## config.mk

```make
export PLATFORM = sky130hd
export DESIGN_NAME = uart_rx_frame
export DESIGN_NICKNAME = d
export VERILOG_FILES = /design/src/rtl/uart_pkg.sv /design/src/rtl/uart_rx_bit_timer.sv /design/src/rtl/uart_rx_frame.sv
export SDC_FILE = /design/constraint.sdc
export NUM_CORES = 1
export LEC_CHECK = 0
export CAP_MARGIN = 10
export CORE_UTILIZATION = 50
export CTS_CLUSTER_SIZE = 8
export DETAILED_ROUTE_END_ITERATION = 7
export PLACE_DENSITY = 0.7
export RECOVER_POWER = 100
export SYNTH_ARGS = -nofsm -noshare
export SYNTH_HDL_FRONTEND = slang
export SYNTH_SLANG_ARGS = --single-unit
```

## constraint.sdc

```tcl
create_clock -name clk -period 3.5 [get_ports clk]
set_clock_uncertainty 0.1 [all_clocks]
set_input_delay 0.35 -clock clk [delete_from_list [all_inputs] [get_ports clk]]
set_output_delay 0.35 -clock clk [all_outputs]
set_load 0.02 [all_outputs]
```

## src/rtl/uart_pkg.sv

```systemverilog
// Shared UART definitions: receiver state encoding, line-rate constants and parity mode.
// The transmitter imports the same package so both ends agree on frame format.
package uart_pkg;

    typedef enum logic [2:0] {
        ST_IDLE,
        ST_START,
        ST_DATA,
        ST_PARITY,
        ST_STOP,
        ST_DONE,
        ST_BREAK
    } rx_state_e;

    localparam int CLKS_PER_BIT_9600_50M = 5208;
    localparam int FRAME_DATA_BITS       = 8;

    typedef enum logic {
        PARITY_EVEN,
        PARITY_ODD
    } parity_mode_e;

    localparam parity_mode_e PARITY_MODE = PARITY_EVEN;

    // Parity bit the transmitter appends for a given data byte.
    function automatic logic parity_of(input logic [FRAME_DATA_BITS-1:0] d);
        return (PARITY_MODE == PARITY_ODD) ? ~(^d) : (^d);
    endfunction

endpackage

```

## src/rtl/uart_rx_bit_timer.sv

```systemverilog
// Bit-time counter for the UART receiver: counts while enabled and pulses tick
// at the end of a half or full bit period, restarting from zero on tick or clear.
module uart_rx_bit_timer #(
    parameter int CLKS_PER_BIT = 16,
    parameter int HALF_BIT     = 8,
    parameter int CNT_W        = 13
) (
    input  logic clk,
    input  logic n_rst,
    input  logic clr,
    input  logic en,
    input  logic half_sel,
    output logic tick
);

    logic [CNT_W-1:0] cnt_q, cnt_d;
    logic [CNT_W-1:0] limit;

    always_comb begin
        limit = half_sel ? CNT_W'(HALF_BIT - 1) : CNT_W'(CLKS_PER_BIT - 1);
        tick  = en && (cnt_q == limit);
        cnt_d = cnt_q;
        if (clr || tick) begin
            cnt_d = '0;
        end else if (en) begin
            cnt_d = cnt_q + CNT_W'(1);
        end
    end

    always_ff @(posedge clk or negedge n_rst) begin
        if (!n_rst) begin
            cnt_q <= '0;
        end else begin
            cnt_q <= cnt_d;
        end
    end

endmodule

```

## src/rtl/uart_rx_frame.sv

```systemverilog
// UART receiver for 8 data bits, even parity, one stop bit. Delivers each byte
// with a one-cycle rx_valid pulse plus parity and framing status.
module uart_rx_frame
    import uart_pkg::*;
#(
    parameter int CLKS_PER_BIT = CLKS_PER_BIT_9600_50M,
    parameter int HALF_BIT     = CLKS_PER_BIT / 2,
    parameter int CNT_W        = 13
) (
    input  logic       clk,
    input  logic       n_rst,
    input  logic       rx_line,
    output logic [7:0] rx_data,
    output logic       rx_valid,
    output logic       parity_err,
    output logic       frame_err,
    output logic       busy
);

    logic       sync1_q, sync2_q, rxs;
    rx_state_e  state_q, state_d;
    logic [2:0] idx_q, idx_d;
    logic [7:0] sh_q, sh_d;
    logic       p_err_q, p_err_d;
    logic       f_err_q, f_err_d;
    logic [7:0] rx_data_q, rx_data_d;
    logic       rx_valid_q, rx_valid_d;
    logic       parity_err_q, parity_err_d;
    logic       frame_err_q, frame_err_d;
    logic       tick, tmr_clr, tmr_en, tmr_half;

    assign rxs = sync2_q;

    uart_rx_bit_timer #(
        .CLKS_PER_BIT(CLKS_PER_BIT),
        .HALF_BIT    (HALF_BIT),
        .CNT_W       (CNT_W)
    ) u_timer (
        .clk     (clk),
        .n_rst   (n_rst),
        .clr     (tmr_clr),
        .en      (tmr_en),
        .half_sel(tmr_half),
        .tick    (tick)
    );

    always_comb begin
        state_d      = state_q;
        idx_d        = idx_q;
        sh_d         = sh_q;
        p_err_d      = p_err_q;
        f_err_d      = f_err_q;
        rx_data_d    = rx_data_q;
        parity_err_d = parity_err_q;
        frame_err_d  = frame_err_q;
        rx_valid_d   = 1'b0;

        unique case (state_q)
            ST_IDLE: begin
                if (!rxs) state_d = ST_START;
            end
            ST_START: begin
                // A start bit that is high again at mid-bit was only a glitch.
                if (tick) begin
                    if (!rxs) begin
                        state_d = ST_DATA;
                        idx_d   = '0;
                    end else begin
                        state_d = ST_IDLE;
                    end
                end
            end
            ST_DATA: begin
                if (tick) begin
                    sh_d = {rxs, sh_q[7:1]};
                    if (idx_q == 3'(FRAME_DATA_BITS - 1)) begin
                        state_d = ST_PARITY;
                    end else begin
                        idx_d = idx_q + 3'd1;
                    end
                end
            end
            ST_PARITY: begin
                if (tick) begin
                    p_err_d = rxs ^ parity_of(sh_q);
                    state_d = ST_STOP;
                end
            end
            ST_STOP: begin
                if (tick) begin
                    f_err_d = ~rxs;
                    state_d = ST_DONE;
                end
            end
            ST_DONE: begin
                rx_data_d    = sh_q;
                parity_err_d = p_err_q;
                frame_err_d  = f_err_q;
                rx_valid_d   = 1'b1;
                state_d      = f_err_q ? ST_BREAK : ST_IDLE;
            end
            ST_BREAK: begin
                // Hold off until the line returns high so a stuck-low line is one event.
                if (rxs) state_d = ST_IDLE;
            end
            default: state_d = ST_IDLE;
        endcase

        tmr_clr  = (state_d != state_q);
        tmr_en   = (state_q != ST_IDLE);
        tmr_half = (state_q == ST_START);
    end

    always_ff @(posedge clk or negedge n_rst) begin
        if (!n_rst) begin
            sync1_q      <= 1'b1;
            sync2_q      <= 1'b1;
            state_q      <= ST_IDLE;
            idx_q        <= '0;
            sh_q         <= '0;
            p_err_q      <= 1'b0;
            f_err_q      <= 1'b0;
            rx_data_q    <= '0;
            rx_valid_q   <= 1'b0;
            parity_err_q <= 1'b0;
            frame_err_q  <= 1'b0;
        end else begin
            sync1_q      <= rx_line;
            sync2_q      <= sync1_q;
            state_q      <= state_d;
            idx_q        <= idx_d;
            sh_q         <= sh_d;
            p_err_q      <= p_err_d;
            f_err_q      <= f_err_d;
            rx_data_q    <= rx_data_d;
            rx_valid_q   <= rx_valid_d;
            parity_err_q <= parity_err_d;
            frame_err_q  <= frame_err_d;
        end
    end

    assign rx_data    = rx_data_q;
    assign rx_valid   = rx_valid_q;
    assign parity_err = parity_err_q;
    assign frame_err  = frame_err_q;
    assign busy       = (state_q != ST_IDLE);

endmodule
```

# --- After elaboration in Yosys (flattened, before gate mapping) ---
# Cells that the tools add are included.
word_totals:
  regBits: 42
  romBits: 0
  elab_cells: 59
  n_memories: 0
  mem_bits_rw: 0
  out_inout_bits: 12
  latch_bits: 0
classes:
  n_div: 0
  addsub: 2
  mux: 19
  shifts: 0
  reduce_logical: 11
  bitwise_logic: 2
  eq_ne: 13
  n_lt_le_gt_ge: 0
  multipliers: 0
op_table:
  columns: ["op", "n"]
  rows:
  - ["13-bit 2-to-1 mux", 3]
  - ["3-bit 2-to-1 mux", 12]
  - ["3-bit case mux with 7 select lines", 1]
  - ["13-bit by 1-bit adder with 13-bit output (second input constant)", 1]
  - ["13-bit == test", 1]
  - ["3-bit == test (second input constant)", 4]
  - ["2-bit != test (second input constant)", 4]
  - ["8-bit XOR reduction", 1]
  - ["3-bit by 2-bit == test with 1-bit output (second input constant)", 2]
  - ["3-bit case mux with 2 select lines", 1]
  - ["2-bit AND reduction", 3]
  - ["5-bit AND reduction", 1]
  - ["2-bit nonzero test", 2]
  - ["3-bit by 1-bit adder with 3-bit output (second input constant)", 1]
  - ["3-bit by 1-bit == test with 1-bit output (second input constant)", 1]
  - ["3-bit logical NOT", 1]
  - ["3-bit != test", 1]
  - ["3-bit nonzero test", 1]
  - ["2-bit 2-to-1 mux", 1]
  - ["1-bit logical AND", 1]
  - ["1-bit logical OR", 1]
  - ["1-bit 2-to-1 mux", 1]
  - ["1-bit NOT", 1]
  - ["1-bit XOR", 1]

# --- Logic depth before layout (Yosys ltp) ---
logic_depth:
  ltp_word: 9
  mapped_depth: 7
  mapped_depth_nobuf: 7

# --- Hierarchy ---
# A second synthesis with hierarchy kept.
hier_totals:
  cells_unflattened: 192
  area_unflattened_um2: 2080.7
by_module_without_submodules:
  columns: ["mod", "seq_area_each_um2", "area_per_inst_um2", "cells_per_inst", "instances"]
  rows:
  - ["uart_rx_frame", 728.2, 1378.8, 119, 1]
  - ["uart_rx_bit_timer", 325.3, 701.9, 73, 1]

# --- Worst setup path after synthesis ---
# OpenSTA, ideal clock, no wires.
synth_timing:
  path_kind: "register to register"
  start: "reg u_timer.cnt_q[4]"
  end: "reg p_err_q"
  setup_slack_ps: 1202
  setup_ps: 127
  required_ps: 3273
  arrival_ps: 2070
  n_path_buf: 1
  path_stages_with_launch: 7
  period_less_slack_ps: 2298
  path_cell_list: "dfrtp_1 buf_4 or3b_1 or4_4 a211oi_2 and3_1 mux2_1"
synth_between:
  elab_chain_len: 3
synth_lines:
  columns: ["item", "line_no", "source"]
  rows:
  - ["start: declaration", "uart_rx_bit_timer.sv:16", "logic [CNT_W-1:0] cnt_q, cnt_d;"]
  - ["start signal: assignment", "uart_rx_bit_timer.sv:34", "cnt_q <= cnt_d;"]
  - ["13-bit == test", "uart_rx_bit_timer.sv:21", "tick = en && (cnt_q == limit);"]
  - ["1-bit logical AND", "uart_rx_bit_timer.sv:21", null]
  - ["2-bit AND reduction (no source line)", null, null]
  - ["end signal: assignment", "uart_rx_frame.sv:133", "p_err_q <= p_err_d;"]
  - ["end: declaration", "uart_rx_frame.sv:24", "logic p_err_q, p_err_d;"]
# Every way passes these cells.
# A chain may end at the register's enable or synchronous reset.

# --- Final worst setup path ---
layout_timing:
  start: "reg state_q[0]"
  end: "reg u_timer.cnt_q[10]"
layout_between:
  elab_chain_len: 9
  elab_cells_between_ends: 23
  classes_between: "8 x eq/ne; 10 x mux; 5 x reduce/logical"
layout_lines:
  columns: ["item", "line_no", "source"]
  rows:
  - ["start: declaration", "uart_rx_frame.sv:21", "rx_state_e state_q, state_d;"]
  - ["start signal: assignment", "uart_rx_frame.sv:130", "state_q <= state_d;"]
  - ["3-bit by 1-bit == test with 1-bit output", "uart_rx_frame.sv:58, uart_rx_frame.sv:111", null]
  - ["13-bit 2-to-1 mux", "uart_rx_bit_timer.sv:20", "limit = half_sel ? CNT_W'(HALF_BIT - 1) : CNT_W'(CLKS_PER_BIT - 1);"]
  - ["13-bit == test", "uart_rx_bit_timer.sv:21", null]
  - ["1-bit logical AND", "uart_rx_bit_timer.sv:21", null]
  - ["3-bit 2-to-1 mux, on equally long branches", null, null]
  - ["3-bit case mux with 7 select lines", "uart_rx_frame.sv:58", "unique case (state_q)"]
  - ["3-bit != test", "uart_rx_frame.sv:109", "tmr_clr = (state_d != state_q);"]
  - ["1-bit logical OR", "uart_rx_bit_timer.sv:23", "if (clr || tick) begin"]
  - ["13-bit 2-to-1 mux / 2-bit nonzero test (equally long branches)", null, null]
# Parallel ways exist; a longest one is shown, timed or not.

==> results.yml <==
global_route:
  antenna_found_initial: 0
  grt_pass1_wl_um: 5830
  grt_max_degree: 43
  grt_pass1_vias: 1314
  global_route.usage.total_pct: 17.64
  overflow: 0
yosys:
  synth_top_family_by_area: "simple AND/OR/NAND/NOR gates"
  async_reset_ff_share_pct: 100.0
  synth_fa_ha_area_share_pct: 1.791
  synthMuxAreaShare_pct: 12.06
  yosys.cell_types.count: 46
  synthCells: 180
  syn_nets: 186
  ys_seq_area_share_pct: 50.27
  syn_avg_cell_area_um2: 11.64
  synth_xor_area_share_pct: 8.358
  synth-compound-area-share_pct: 6.567
  syn_area_um2: 2096
  synthSimpleGateAreaFrac_pct: 17.73
  synth_edf_count: 0
  yosys_warnings: 0
  synth_top_flop_cell: "dfrtp_1"
  ys_seq_elements: 42
place:
  io_buffers: 14
  dp_slack_ns: 0.9159
  hpwl_um: 2367
  gp_congestion: 0.8439
  dp_cells: 235
setup_path:
  worstPathArrival_ns: 2.88
  path_cells: "nor3b_1, or4_1, a211oi_1, a221o_1, nor2_1"
  crit_slowest_cell: "a211oi_1"
  crit_path_start_kind: "flip-flop"
  criticalPathCategory: "reg -> reg"
  critPathMaxFanout: 16
  worst-path-buf-inv: 0
  rr_endpoint: "u_timer.cnt_q[10]$_DFFE_PN0P_"
  r2r-start: "state_q[0]$_DFF_PN0_"
  r2r_cells: 5
  critical_path.endpoint_type: "flip-flop"
  r2r_slack_ns: 0.68
  worstPathRequired_ns: 3.55
  path_delay_family: "compound AO/OA/AOI/OAI gates"
  cpPeakStageDelay_ns: 0.64
layout:
  final_cell_mix: "dfrtp_1 (40), nor2_1 (21), dlygate4sd3_1 (13)"
  layout_commonest_cell: "dfrtp_1"
  area_growth_pct: 11.64
  drive_gt1_share_pct: 13.99
  fin_util_pct: 58.49
  regArea_um2: 1054
  stdcell_count: 243
  antenna_cells: 0
  fillers: 336
  nets: 198
  multi_input_area_um2: 935.9
drt:
  ant_nets: 0
  drt_first_pass_iters: 4
  drt-total-wl_um: 3324
  post-route-drc-count: 0
  route.vias.total: 1308
  vias_per_cell: 5.383
  drtIter0Drc: 73
  wl_per_cell_um: 13.68
die:
  num_io_pins: 15
  coreArea_um2: 4000
  die_y_um: 66.74
  die_w_um: 66.74
  num_rows: 23
  dieArea_um2: 4454
  initial_utilization_pct: 52.39
clock_tree:
  cts-resized-gates: 0
  htree_levels: 2
  cts.sink_count: 42
  numCtsBuffers: 5
  insertion_delay_ns: 0.28
  cts_tree: "built"
  clkTransAtPathRegs_ns: 0.07
  clockBufferDepth: 2
  ctsRootBufferMaster: "clkbuf_8"
  cts_setup_buffers: 0
  cts_hold_buf: 0
sta:
  max_freq_ghz: 0.3540
  slew_violations: 43
  setup-tns-final_ns: 0
  fin_crit_ns: 2.825
  setup_slack_ns: 0.6755
  finalHoldViolCount: 0
  setup_viol: 0
  slew-limit-headroom_pct: -42.99
  rsz0062_at_grt: "false"
  min_period_over_period_pct: 80.70
  worst_pin_slew_ns: 2.145
min_path:
  holdPathEnd: "rxs$_DFF_PN1_"
  hp-class: "reg -> reg"
  min_from: "sync1_q$_DFF_PN1_"
  min_path_cells: 0
pwr:
  power.leakage_nw: 1.165
  switchingPower_mw: 0.1671
  p_per_area_nw_per_um2: 410.6
  ir_worst_vdd_v: 0.0003095
  seqPwrFrac_pct: 50.9
  pwr-share-comb_pct: 1.3
  p_total_mw: 0.9608
  p_sw_share_pct: 17.39
  internal_power_mw: 0.7937
  pwr-share-clk_pct: 47.8
status:
  status: "finished, violations left"
  violations: "max-capacitance violations, max-slew violations"
run:
  cap_viol_max_count: 1
## through the flow
stage          area [um^2]  hold slack (ns)
2_1_floorplan         2096         -0.04559
3_3_place_gp          2237           0.2459
3_5_place_dp          2237           0.2475
4_1_cts               2380           0.1226
5_1_grt               2340           0.2668
6_report              2340           0.2575
## area by class of cell
class                      instances  share of cell area (%)
sequential                        42                   45.03
inverter                           3                  0.4813
tap                               50                   2.674
clock inverter                     2                   2.567
clock buffer                       6                   3.529
timing repair buffer              14                   5.722
multi-input combinational        126                   40.00
## power groups by stage
stage / clock [mW] / sequential, mW / combinational, mW
finish: 0.459 / 0.489 / 0.0126
detailed placement: 0 / 0.498 / 0.0141
floorplan: 0 / 0.497 / 0.00511
global placement: 0 / 0.498 / 0.0134
CTS: 0.472 / 0.489 / 0.0141
global route: 0.489 / 0.489 / 0.0156
## cell usage after synthesis (2+ instances only)
library cell	instances	share of area, %
a21o_1	4	1.4
a21oi_1	3	0.72
a22o_1	2	0.84
and3_1	4	1.2
clkbuf_1	4	0.72
dfrtp_1	40	48
dfstp_2	2	2.5
ha_1	3	1.8
inv_1	3	0.54
mux2_2	9	4.8
mux2_4	8	5.7
mux2i_1	2	0.96
nand2_1	12	2.1
nand3_1	4	0.96
nand4_1	5	1.5
nor2_1	21	3.8
nor3_1	2	0.48
nor3b_1	4	1.4
o21ai_0	2	0.48
or2_2	2	0.60
xnor2_1	11	4.6
xor2_1	9	3.8
## cells by family after synthesis
| family | after synthesis |
|---|---|
| DFF | 42 |
| xor gates and xnor gates | 20 |
| AOI/OAI and AO/OA | 18 |
| muxes | 20 |
| adders and majority gates | 3 |
| buffers and inverters | 12 |
| and+or+nand+nor | 65 |
## routing by layer
layer	routed length (um)	share of wire (%)	GRT usage, %
met5	0	0	0
met4	46	1.4	7.447
met3	98	2.9	4.110
met2	1570	47	27.40
met1	1608	48	23.46
## flip-flops by register name (all words and copies together) (netlist names)
signal,cells
u_timer.cnt_q,13
rx_data,8
sh_q,8
idx_q,3
state_q,3
f_err_q,1
frame_err,1
p_err_q,1
parity_err,1
rx_valid,1
rxs,1
sync1_q,1
## worst max path at each step
| stage | from | endpoint | slack, ns | cells after the start |
|---|---|---|---|---|
| final | state_q[0]$_DFF_PN0_ | u_timer.cnt_q[10]$_DFFE_PN0P_ | 0.68 | 5 |
| after global placement | state_q[0]$_DFF_PN0_ | sh_q[1]$_DFFE_PN0P_ | 0.98 | 4 |
| after CTS | state_q[0]$_DFF_PN0_ | u_timer.cnt_q[2]$_DFFE_PN0P_ | 0.92 | 5 |
| after floorplan | u_timer.cnt_q[4]$_DFFE_PN0P_ | p_err_q$_DFFE_PN0P_ | 1.20 | 6 |
| after global routing | state_q[0]$_DFF_PN0_ | u_timer.cnt_q[0]$_DFFE_PN0P_ | 0.40 | 5 |
| after detailed placement | state_q[0]$_DFF_PN0_ | u_timer.cnt_q[12]$_DFFE_PN0P_ | 0.92 | 5 |
(Power assumes the default switching activity.)
